## src/rtl/rr_reg_arbiter.sv

```systemverilog
// -----------------------------------------------------------------------------
// rr_reg_arbiter
//   Round-robin arbiter that shares one WIDTH-bit register among N_REQ
//   requesters. A grant gives the winner one write. If the winner holds lock,
//   the grant stretches into a burst of up to MAX_HOLD consecutive writes.
//   Every release is followed by one idle cycle before the next tenure, and
//   the rotating priority pointer moves to the requester after the one that
//   just released.
//
// Ports
//   clk    : rising-edge clock
//   rst_n  : asynchronous active-low reset
//   req    : per-requester write request
//   lock   : per-requester burst hold; only the current owner's bit matters
//   wdata  : packed write data, requester i in bits [i*WIDTH +: WIDTH]
//   gnt    : registered one-hot grant
//   ack    : registered one-hot write acknowledge (q shows that write)
//   q      : shared register contents
//   busy   : high while a grant is held
//   owner  : index of the current or most recent grantee
// -----------------------------------------------------------------------------
module rr_reg_arbiter #(
    parameter  int N_REQ    = 4,
    parameter  int WIDTH    = 8,
    parameter  int MAX_HOLD = 8,
    localparam int OWN_W    = (N_REQ > 1) ? $clog2(N_REQ) : 1
) (
    input  logic                   clk,
    input  logic                   rst_n,
    input  logic [N_REQ-1:0]       req,
    input  logic [N_REQ-1:0]       lock,
    input  logic [N_REQ*WIDTH-1:0] wdata,
    output logic [N_REQ-1:0]       gnt,
    output logic [N_REQ-1:0]       ack,
    output logic [WIDTH-1:0]       q,
    output logic                   busy,
    output logic [OWN_W-1:0]       owner
);

    localparam int HC_W = $clog2(MAX_HOLD + 1);

    typedef enum logic [0:0] {
        IDLE  = 1'b0,
        OWNED = 1'b1
    } state_t;

    state_t            state_r,    state_s;
    logic [OWN_W-1:0]  rr_ptr_r,   rr_ptr_s;
    logic [HC_W-1:0]   hold_cnt_r, hold_cnt_s;
    logic [N_REQ-1:0]  gnt_r,      gnt_s;
    logic [N_REQ-1:0]  ack_r,      ack_s;
    logic [WIDTH-1:0]  q_r,        q_s;
    logic [OWN_W-1:0]  owner_r,    owner_s;

    logic [OWN_W:0]    pick_s;      // {found, index}
    logic              win_found_s;
    logic [OWN_W-1:0]  win_idx_s;
    logic              keep_s;

    // Rotating search: first set request bit starting at ptr, wrapping around.
    function automatic logic [OWN_W:0] pick_winner(input logic [N_REQ-1:0] req_v,
                                                   input logic [OWN_W-1:0] ptr_v);
        logic             found;
        logic [OWN_W-1:0] idx;
        int               pos;
        found = 1'b0;
        idx   = '0;
        for (int i = 0; i < N_REQ; i++) begin
            pos = (int'(ptr_v) + i) % N_REQ;
            if (!found && req_v[OWN_W'(pos)]) begin
                found = 1'b1;
                idx   = OWN_W'(pos);
            end else begin
                found = found;
            end
        end
        return {found, idx};
    endfunction

    assign pick_s      = pick_winner(req, rr_ptr_r);
    assign win_found_s = pick_s[OWN_W];
    assign win_idx_s   = pick_s[OWN_W-1:0];

    // The owner keeps the register only while it still requests, holds lock
    // and has not used up its burst allowance.
    assign keep_s = req[owner_r] & lock[owner_r] & (hold_cnt_r < HC_W'(MAX_HOLD));

    // Next-state and next-output logic for the IDLE/OWNED arbiter.
    always_comb begin
        state_s    = state_r;
        rr_ptr_s   = rr_ptr_r;
        hold_cnt_s = hold_cnt_r;
        gnt_s      = gnt_r;
        ack_s      = ack_r;
        q_s        = q_r;
        owner_s    = owner_r;
        case (state_r)
            IDLE: begin
                if (win_found_s) begin
                    gnt_s      = N_REQ'(1) << win_idx_s;
                    ack_s      = N_REQ'(1) << win_idx_s;
                    q_s        = wdata[int'(win_idx_s)*WIDTH +: WIDTH];
                    owner_s    = win_idx_s;
                    hold_cnt_s = HC_W'(1);
                    state_s    = OWNED;
                end else begin
                    gnt_s = '0;
                    ack_s = '0;
                end
            end
            OWNED: begin
                if (keep_s) begin
                    q_s        = wdata[int'(owner_r)*WIDTH +: WIDTH];
                    ack_s      = gnt_r;
                    hold_cnt_s = hold_cnt_r + HC_W'(1);
                end else begin
                    // Release: the just-served requester drops to lowest priority.
                    gnt_s      = '0;
                    ack_s      = '0;
                    hold_cnt_s = '0;
                    state_s    = IDLE;
                    rr_ptr_s   = OWN_W'((int'(owner_r) + 1) % N_REQ);
                end
            end
            default: begin
                gnt_s      = '0;
                ack_s      = '0;
                hold_cnt_s = '0;
                state_s    = IDLE;
            end
        endcase
    end

    // State and output registers with asynchronous reset.
    always_ff @(posedge clk or negedge rst_n) begin
        if (!rst_n) begin
            state_r    <= IDLE;
            rr_ptr_r   <= '0;
            hold_cnt_r <= '0;
            gnt_r      <= '0;
            ack_r      <= '0;
            q_r        <= '0;
            owner_r    <= '0;
        end else begin
            state_r    <= state_s;
            rr_ptr_r   <= rr_ptr_s;
            hold_cnt_r <= hold_cnt_s;
            gnt_r      <= gnt_s;
            ack_r      <= ack_s;
            q_r        <= q_s;
            owner_r    <= owner_s;
        end
    end

    assign gnt   = gnt_r;
    assign ack   = ack_r;
    assign q     = q_r;
    assign busy  = |gnt_r;
    assign owner = owner_r;

endmodule

```

## config.mk

```make
export PLATFORM = sky130hd
export DESIGN_NAME = rr_reg_arbiter
export DESIGN_NICKNAME = d
export VERILOG_FILES = /design/src/rtl/rr_reg_arbiter.sv
export SDC_FILE = /design/constraint.sdc
export NUM_CORES = 1
export LEC_CHECK = 0
export ABC_AREA = 0
export CAP_MARGIN = 25
export CORE_UTILIZATION = 35
export DETAILED_ROUTE_END_ITERATION = 12
export PLACE_DENSITY = 0.77
export SLEW_MARGIN = 20
export SYNTH_ARGS = -nofsm -noshare
export SYNTH_HDL_FRONTEND = slang
export SYNTH_SLANG_ARGS = --single-unit
export TNS_END_PERCENT = 5
```

## constraint.sdc

```tcl
create_clock -name clk -period 2.2 [get_ports clk]
set_clock_uncertainty 0.15 [all_clocks]
set_input_delay 0.44 -clock clk [delete_from_list [all_inputs] [get_ports clk]]
set_output_delay 0.44 -clock clk [all_outputs]
set_load 0.02 [all_outputs]
```

* Word level (Yosys, flattened, before mapping)
Cells that the tools add are included.
W data, S select, Z words.
** Cells by class
- $lt $le $gt $ge :: 6
- Equal/unequal tests :: 3
- Add/sub/neg operators :: 5
- Shift operators :: 3
- Bitwise operators :: 4
- Reduce and logical (&&, ||, !) cells :: 10
- Mux-type cells :: 36
** Operator list (count)
- $shiftx A32 B6 Y8 :: 2
- $lt A2 B4 Y1 const B :: 4
- $mux W1 :: 16
- $mux W4 :: 4
- $mux W8 :: 2
- $pmux W4 S2 :: 2
- $pmux W8 S2 :: 1
- $bmux W1 S2 :: 6
- $mux W2 :: 4
- $reduce_and A2 Y1 :: 3
- $add A2 B1 Y2 const B :: 2
- $add A2 B2 Y2 const B :: 2
- $add A4 B1 Y4 const B :: 1
- $lt A4 B4 Y1 const B :: 1
- $ne A2 B2 Y1 const B :: 2
- $reduce_or A4 Y1 :: 1
- $shl A1 B2 Y4 const A :: 1
- $logic_and A1 B1 Y1 :: 3
- $logic_not A1 Y1 :: 3
- $lt A2 B3 Y1 const B :: 1
- $and A1 B1 Y1 :: 2
- $ne A2 B1 Y1 const B :: 1
- $not A1 Y1 :: 2
- $pmux W1 S2 :: 1
** Word-level totals
- Register bits after elaboration :: 21
- Output and inout bits :: 19
- Input port bits :: 42

* Longest topological paths before layout
- Word-level depth :: 16
- Gate-level depth with buffers :: 7
- Gate-level depth less buffers :: 5

* Worst setup path after synthesis
Ideal clock, no wire load.
- Path kind :: flip-flop to flip-flop
- From :: register owner_r[0], in the netlist owner[0]
- To :: register q_r[6], in the netlist q[6]
- Setup time :: 0.082 ns
- Path slack :: 0.390 ns
- Stages on the path, launching flop included :: 8
- Data arrival time :: 1.578 ns
- Clock period less this slack :: 1.810 ns
- Path through :: dfrtp_1 -> clkbuf_2 -> nand4_1 -> and4_1 -> o21bai_4 -> buf_2 -> nor2_1 -> a31oi_1
** On the way
- Longest elaborated chain between the ends :: 6
- Elaborated cells between the ends (all ways) :: 11
- Classes of those cells :: eq/ne (1); shift (1); mux (6); bitwise (2); reduce/logical (1)
** RTL lines
- start, declared :: RTL line 53 : logic [OWN_W-1:0] owner_r, owner_s;
- start signal, assigned :: RTL line 151 : owner_r <= owner_s;
- branches (longest 6 deep; another with $shiftx A32 B6 Y8)
- end signal, assigned :: RTL line 150 : q_r <= q_s;
- end, declared :: RTL line 52 : logic [WIDTH-1:0] q_r, q_s;
Several ways; the timed one is not identified. The select of a mux whose other input is x is not followed.
A chain may end at the register's enable or synchronous reset.

* Worst setup path after layout
- From :: input req[2]
- To :: register q_r[0], in the netlist q[0]
** On the way
- Longest elaborated chain between the ends :: 16
- Elaborated cells between the ends (all ways) :: 36
- Classes of those cells :: eq/ne (2); shift (1); mux (24); bitwise (2); reduce/logical (7)
** RTL lines
- start, declared :: RTL line 30 : input logic [N_REQ-1:0] req,
- $bmux W1 S2 :: RTL line 70 : if (!found && req_v[OWN_W'(pos)]) begin
- $mux W1 (implied by the code) (2 in series) :: RTL line 70
- $mux W1 :: RTL line 70
- $logic_not A1 Y1 :: RTL line 70
- $logic_and A1 B1 Y1 :: RTL line 70
- $mux W1 :: RTL line 70
- $logic_not A1 Y1 :: RTL line 70
- $logic_and A1 B1 Y1 :: RTL line 70
- $mux W1 :: RTL line 70
- $logic_not A1 Y1 :: RTL line 70
- $logic_and A1 B1 Y1 :: RTL line 70
- $mux W2 :: RTL line 70
- $shiftx A32 B6 Y8 :: RTL line 102 : q_s = wdata[int'(win_idx_s)*WIDTH +: WIDTH];
- $mux W8 :: RTL line 99 : if (win_found_s) begin
- $pmux W8 S2 :: RTL line 97 : case (state_r)
Parallel ways exist; a longest one is shown, timed or not. The select of a mux whose other input is x is not followed.

==> load_flow_metrics.sql <==
INSERT INTO impl_metrics (metric_group, metric, value, unit) VALUES
('clock_tree', 'post_cts_hold_buffer_count', '0', ''),
('run_status', 'outcome', 'complete, but fails checks', ''),
('worst_setup_path', 'crit_path_end_kind', 'register', ''),
('synthesis', 'synth_fp_nets', '249', ''),
('clock_tree', 'numCtsBuffers', '3', ''),
('routing', 'wire_per_inst', '14.4', 'um'),
('floorplanning', 'floorplan.initialDensity', '36.4', '%'),
('grt', 'global_route.usage.total', '19.3', '%'),
('placed_design', 'gp_congestion', '0.838', ''),
('sta', 'slew_viol_final', '0', ''),
('sta', 'final-hold-violation-count', '0', ''),
('sta', 'setup_viol', '0', ''),
('job', 'max_cap_violations', '0', ''),
('sta', 'finalCriticalPeriod', '2.13', 'ns'),
('synthesis', 'synth-seq-area-share', '30.5', '%'),
('synthesis', 'synth_top_area_share', '30.5', '%'),
('finish', 'synthToLayoutAreaGrowth', '51.9', '%'),
('routing', 'postRouteAntennaNets', '0', ''),
('synthesis', 'syn_area', '1720', 'um^2'),
('finish', 'finish.net_count', '321', ''),
('worst_setup_path', 'worstPathMaxFanout', '9', ''),
('finish', 'finish.cell_count_without_fillers', '344', ''),
('synthesis', 'synthesis.yosys.warnings', '0', ''),
('clock_tree', 'cts.reportedPaths.clkPinSlew', '0.08', 'ns'),
('synthesis', 'yosys.cell_count.top_type', 'sky130_fd_sc_hd__nor2_1', ''),
('synthesis', 'asyncSetResetFlopFracSynth', '100', '%'),
('worst_setup_path', 'cp_data_required_time', '2.19', 'ns'),
('placed_design', 'placedCellCount', '340', ''),
('grt', 'grt_pass1_vias', '1745', ''),
('pwr', 'max-vdd-ir-drop', '460', 'uV'),
('floorplanning', 'num_rows', '25', ''),
('synthesis', 'top_post_synthesis_cells_by_count', 'sky130_fd_sc_hd__nor2_1 (25), sky130_fd_sc_hd__dfrtp_1 (21), sky130_fd_sc_hd__nand2_1 (19)', ''),
('finish', 'insertedDiodeCount', '0', ''),
('synthesis', 'synth.top_cells.by_area', 'sky130_fd_sc_hd__dfrtp_1 (31%), sky130_fd_sc_hd__nor2_1 (5.5%), sky130_fd_sc_hd__nand3_2 (4.7%)', ''),
('sta', 'worst-slew-pin-transition', '0.438', 'ns'),
('synthesis', 'netlist_instances', '206', ''),
('routing', 'drc', '2', ''),
('finish', 'finish.instance_area', '2610', 'um^2'),
('sta', 'max-slew-margin-rel', '70.7', '%'),
('synthesis', 'yosys.cell_types.count', '52', ''),
('placed_design', 'place.port_buffers', '60', ''),
('routing', 'num_vias', '1881', ''),
('clock_tree', 'root_buffer', 'sky130_fd_sc_hd__clkbuf_8', ''),
('pwr', 'leakage_power_total', '1.03', 'nW'),
('floorplanning', 'floorplan.io_pins', '61', ''),
('grt', 'number_of_antenna_violations_at_the_first_check_in_global_routing', '0', ''),
('placed_design', 'dpl.hpwl', '3720', 'um'),
('grt', 'grt_start_max_net_pins', '22', ''),
('synthesis', 'number_of_synthesized_flops_with_an_enable_pin', '0', ''),
('worst_setup_path', 'start_kind', 'primary input', ''),
('routing', 'via_per_inst', '5.47', ''),
('synthesis', 'most_used_dff_post_synth', 'sky130_fd_sc_hd__dfrtp_1', ''),
('routing', 'drt_first_pass_iters', '9', ''),
('pwr', 'power-per-cell-area', '1270', 'nW/um^2'),
('worst_hold_path', 'hold_path.class', 'reg -> reg', ''),
('floorplanning', 'die-area', '5200', 'um^2'),
('clock_tree', 'worstSkewPairLatency', '0.27', 'ns'),
('finish', 'final_core_utilization', '55.3', '%'),
('clock_tree', 'h-tree-depth', '1', ''),
('floorplanning', 'core_area', '4720', 'um^2'),
('run_status', 'violations', 'DRC', ''),
('worst_setup_path', 'timing_worst_setup_path_type', 'in -> reg', ''),
('sta', 'fmax', '470', 'MHz'),
('synthesis', 'postSynthAreaPerCell', '8.35', 'um^2'),
('placed_design', 'dpl-instance-area', '2470', 'um^2'),
('routing', 'wl', '4960', 'um'),
('finish', 'drive_gt1_share', '20.9', '%'),
('floorplanning', 'die_h', '72.1', 'um'),
('floorplanning', 'dieWidth', '72.1', 'um'),
('routing', 'iteration_0_drc_markers', '142', ''),
('clock_tree', 'post_cts.repair.setup_buffers', '0', ''),
('synthesis', 'number_of_register_bits_inferred_by_synthesis', '21', ''),
('grt', 'wire_length_of_the_first_global_routing_pass', '7980', 'um'),
('grt', 'grt_remaining_overflow', '0', ''),
('clock_tree', 'cts_tree', 'done', ''),
('clock_tree', 'cts-root-to-sink-buffers', '2', ''),
('worst_setup_path', 'crit_arrival', '2.12', 'ns'),
('synthesis', 'post-synth-top-area-cell', 'sky130_fd_sc_hd__dfrtp_1', ''),
('sta', 'finalCritPeriodShare', '96.7', '%'),
('clock_tree', 'cts_sinks', '21', '');
[placed cells by master, fill, tap and decap left out, drive strengths merged, types with 2 or more instances in the layout]
cell / count
o21bai: 3
or4: 2
a211oi: 8
buf: 22
nand3: 12
nor2b: 10
and3: 7
clkbuf: 4
clkdlybuf4s50: 56
a311oi: 7
nand4: 2
nand2: 19
dlymetal6s2s: 3
o21a: 8
o2111ai: 8
a31oi: 9
nand2b: 2
dfrtp: 21
nand4b: 2
inv: 6
nor3: 2
nor2: 26
o21ai: 16
[cell families (layout without fill, tap and decap cells)]
logic type      after synthesis  in the layout  share of synthesized area (%)
flops                        21             21                           30.5
mux                           2              2                           1.24
compound gates               66             66                           28.3
fa+ha+maj                     1              1                          0.727
xor+xnor                      1              1                          0.509
simple gates                 93             93                           30.8
buf+inv                      22             93                           7.93
[sequential cells by signal (all words and copies together) (netlist names)]
| name | flops |
|---|---|
| rr_ptr_r | 2 |
| ack | 4 |
| q | 8 |
| state_r | 1 |
| owner | 2 |
| hold_cnt_r | 4 |
[stage by stage]
stage | power, W | TNS (ns) | hold WS (ns) | setup WS (ns)
finish | 0.00331 | 0 | 0.340 | 0.0722
global route | 0.00355 | -0.00483 | 0.383 | -0.00483
CTS | 0.00318 | -0.187 | 0.345 | -0.0581
detailed placement | 0.00294 | -3.44 | 0.334 | -0.330
global placement | 0.00288 | -2.54 | 0.319 | -0.273
floorplan | 0.00213 | 0 | -0.00559 | 0.390
[worst paths after layout]
kind                       slack (ns)  cells after the start          start       endpoint
setup / recovery                 0.07                      6         req[2]           q[0]
min in group asynchronous        0.36                      2          rst_n           q[3]
max in group asynchronous        1.32                      2          rst_n       owner[0]
hold reg to reg                  0.34                      1  hold_cnt_r[2]  hold_cnt_r[2]
hold / removal                   0.34                      1  hold_cnt_r[2]  hold_cnt_r[2]
setup reg to reg                 0.14                      6        state_r           q[5]
[critical path, stage by stage]
cell,delay [ns]
sky130_fd_sc_hd__clkdlybuf4s50_1,0.45
sky130_fd_sc_hd__nor2b_2,0.19
sky130_fd_sc_hd__a211o_1,0.28
sky130_fd_sc_hd__and2_2,0.29
sky130_fd_sc_hd__a311oi_2,0.34
sky130_fd_sc_hd__a31oi_1,0.12
[routing by layer]
metal  wire length [um]  global-route usage, %
met3                253                   1.53
met1               2350                   26.0
met5                  0                      0
met2               2300                   32.8
met4                 63                   6.32
[timing repair]
action                     in CTS  in global routing
gates resized for setup         2                 20
pin swaps                       0                  4
setup endpoints to repair       6                 13
gates cloned                    0                  0
[cell type report]
type,instances,area (um^2)
flip-flops and latches,21,527
inverters,7,26.3
clock buffers,4,45.0
repair buffers,82,785
multi-input cells,163,1150
fillers,429,2110
well taps,67,83.8
[power by group]
group | switching, W | total (W) | internal, W
Sequential | 0.000209 | 0.000771 | 0.000562
Clock | 0.000127 | 0.000257 | 0.000129
Combinational | 0.00120 | 0.00228 | 0.00107
Note: power is estimated with default switching activity, not from simulation.
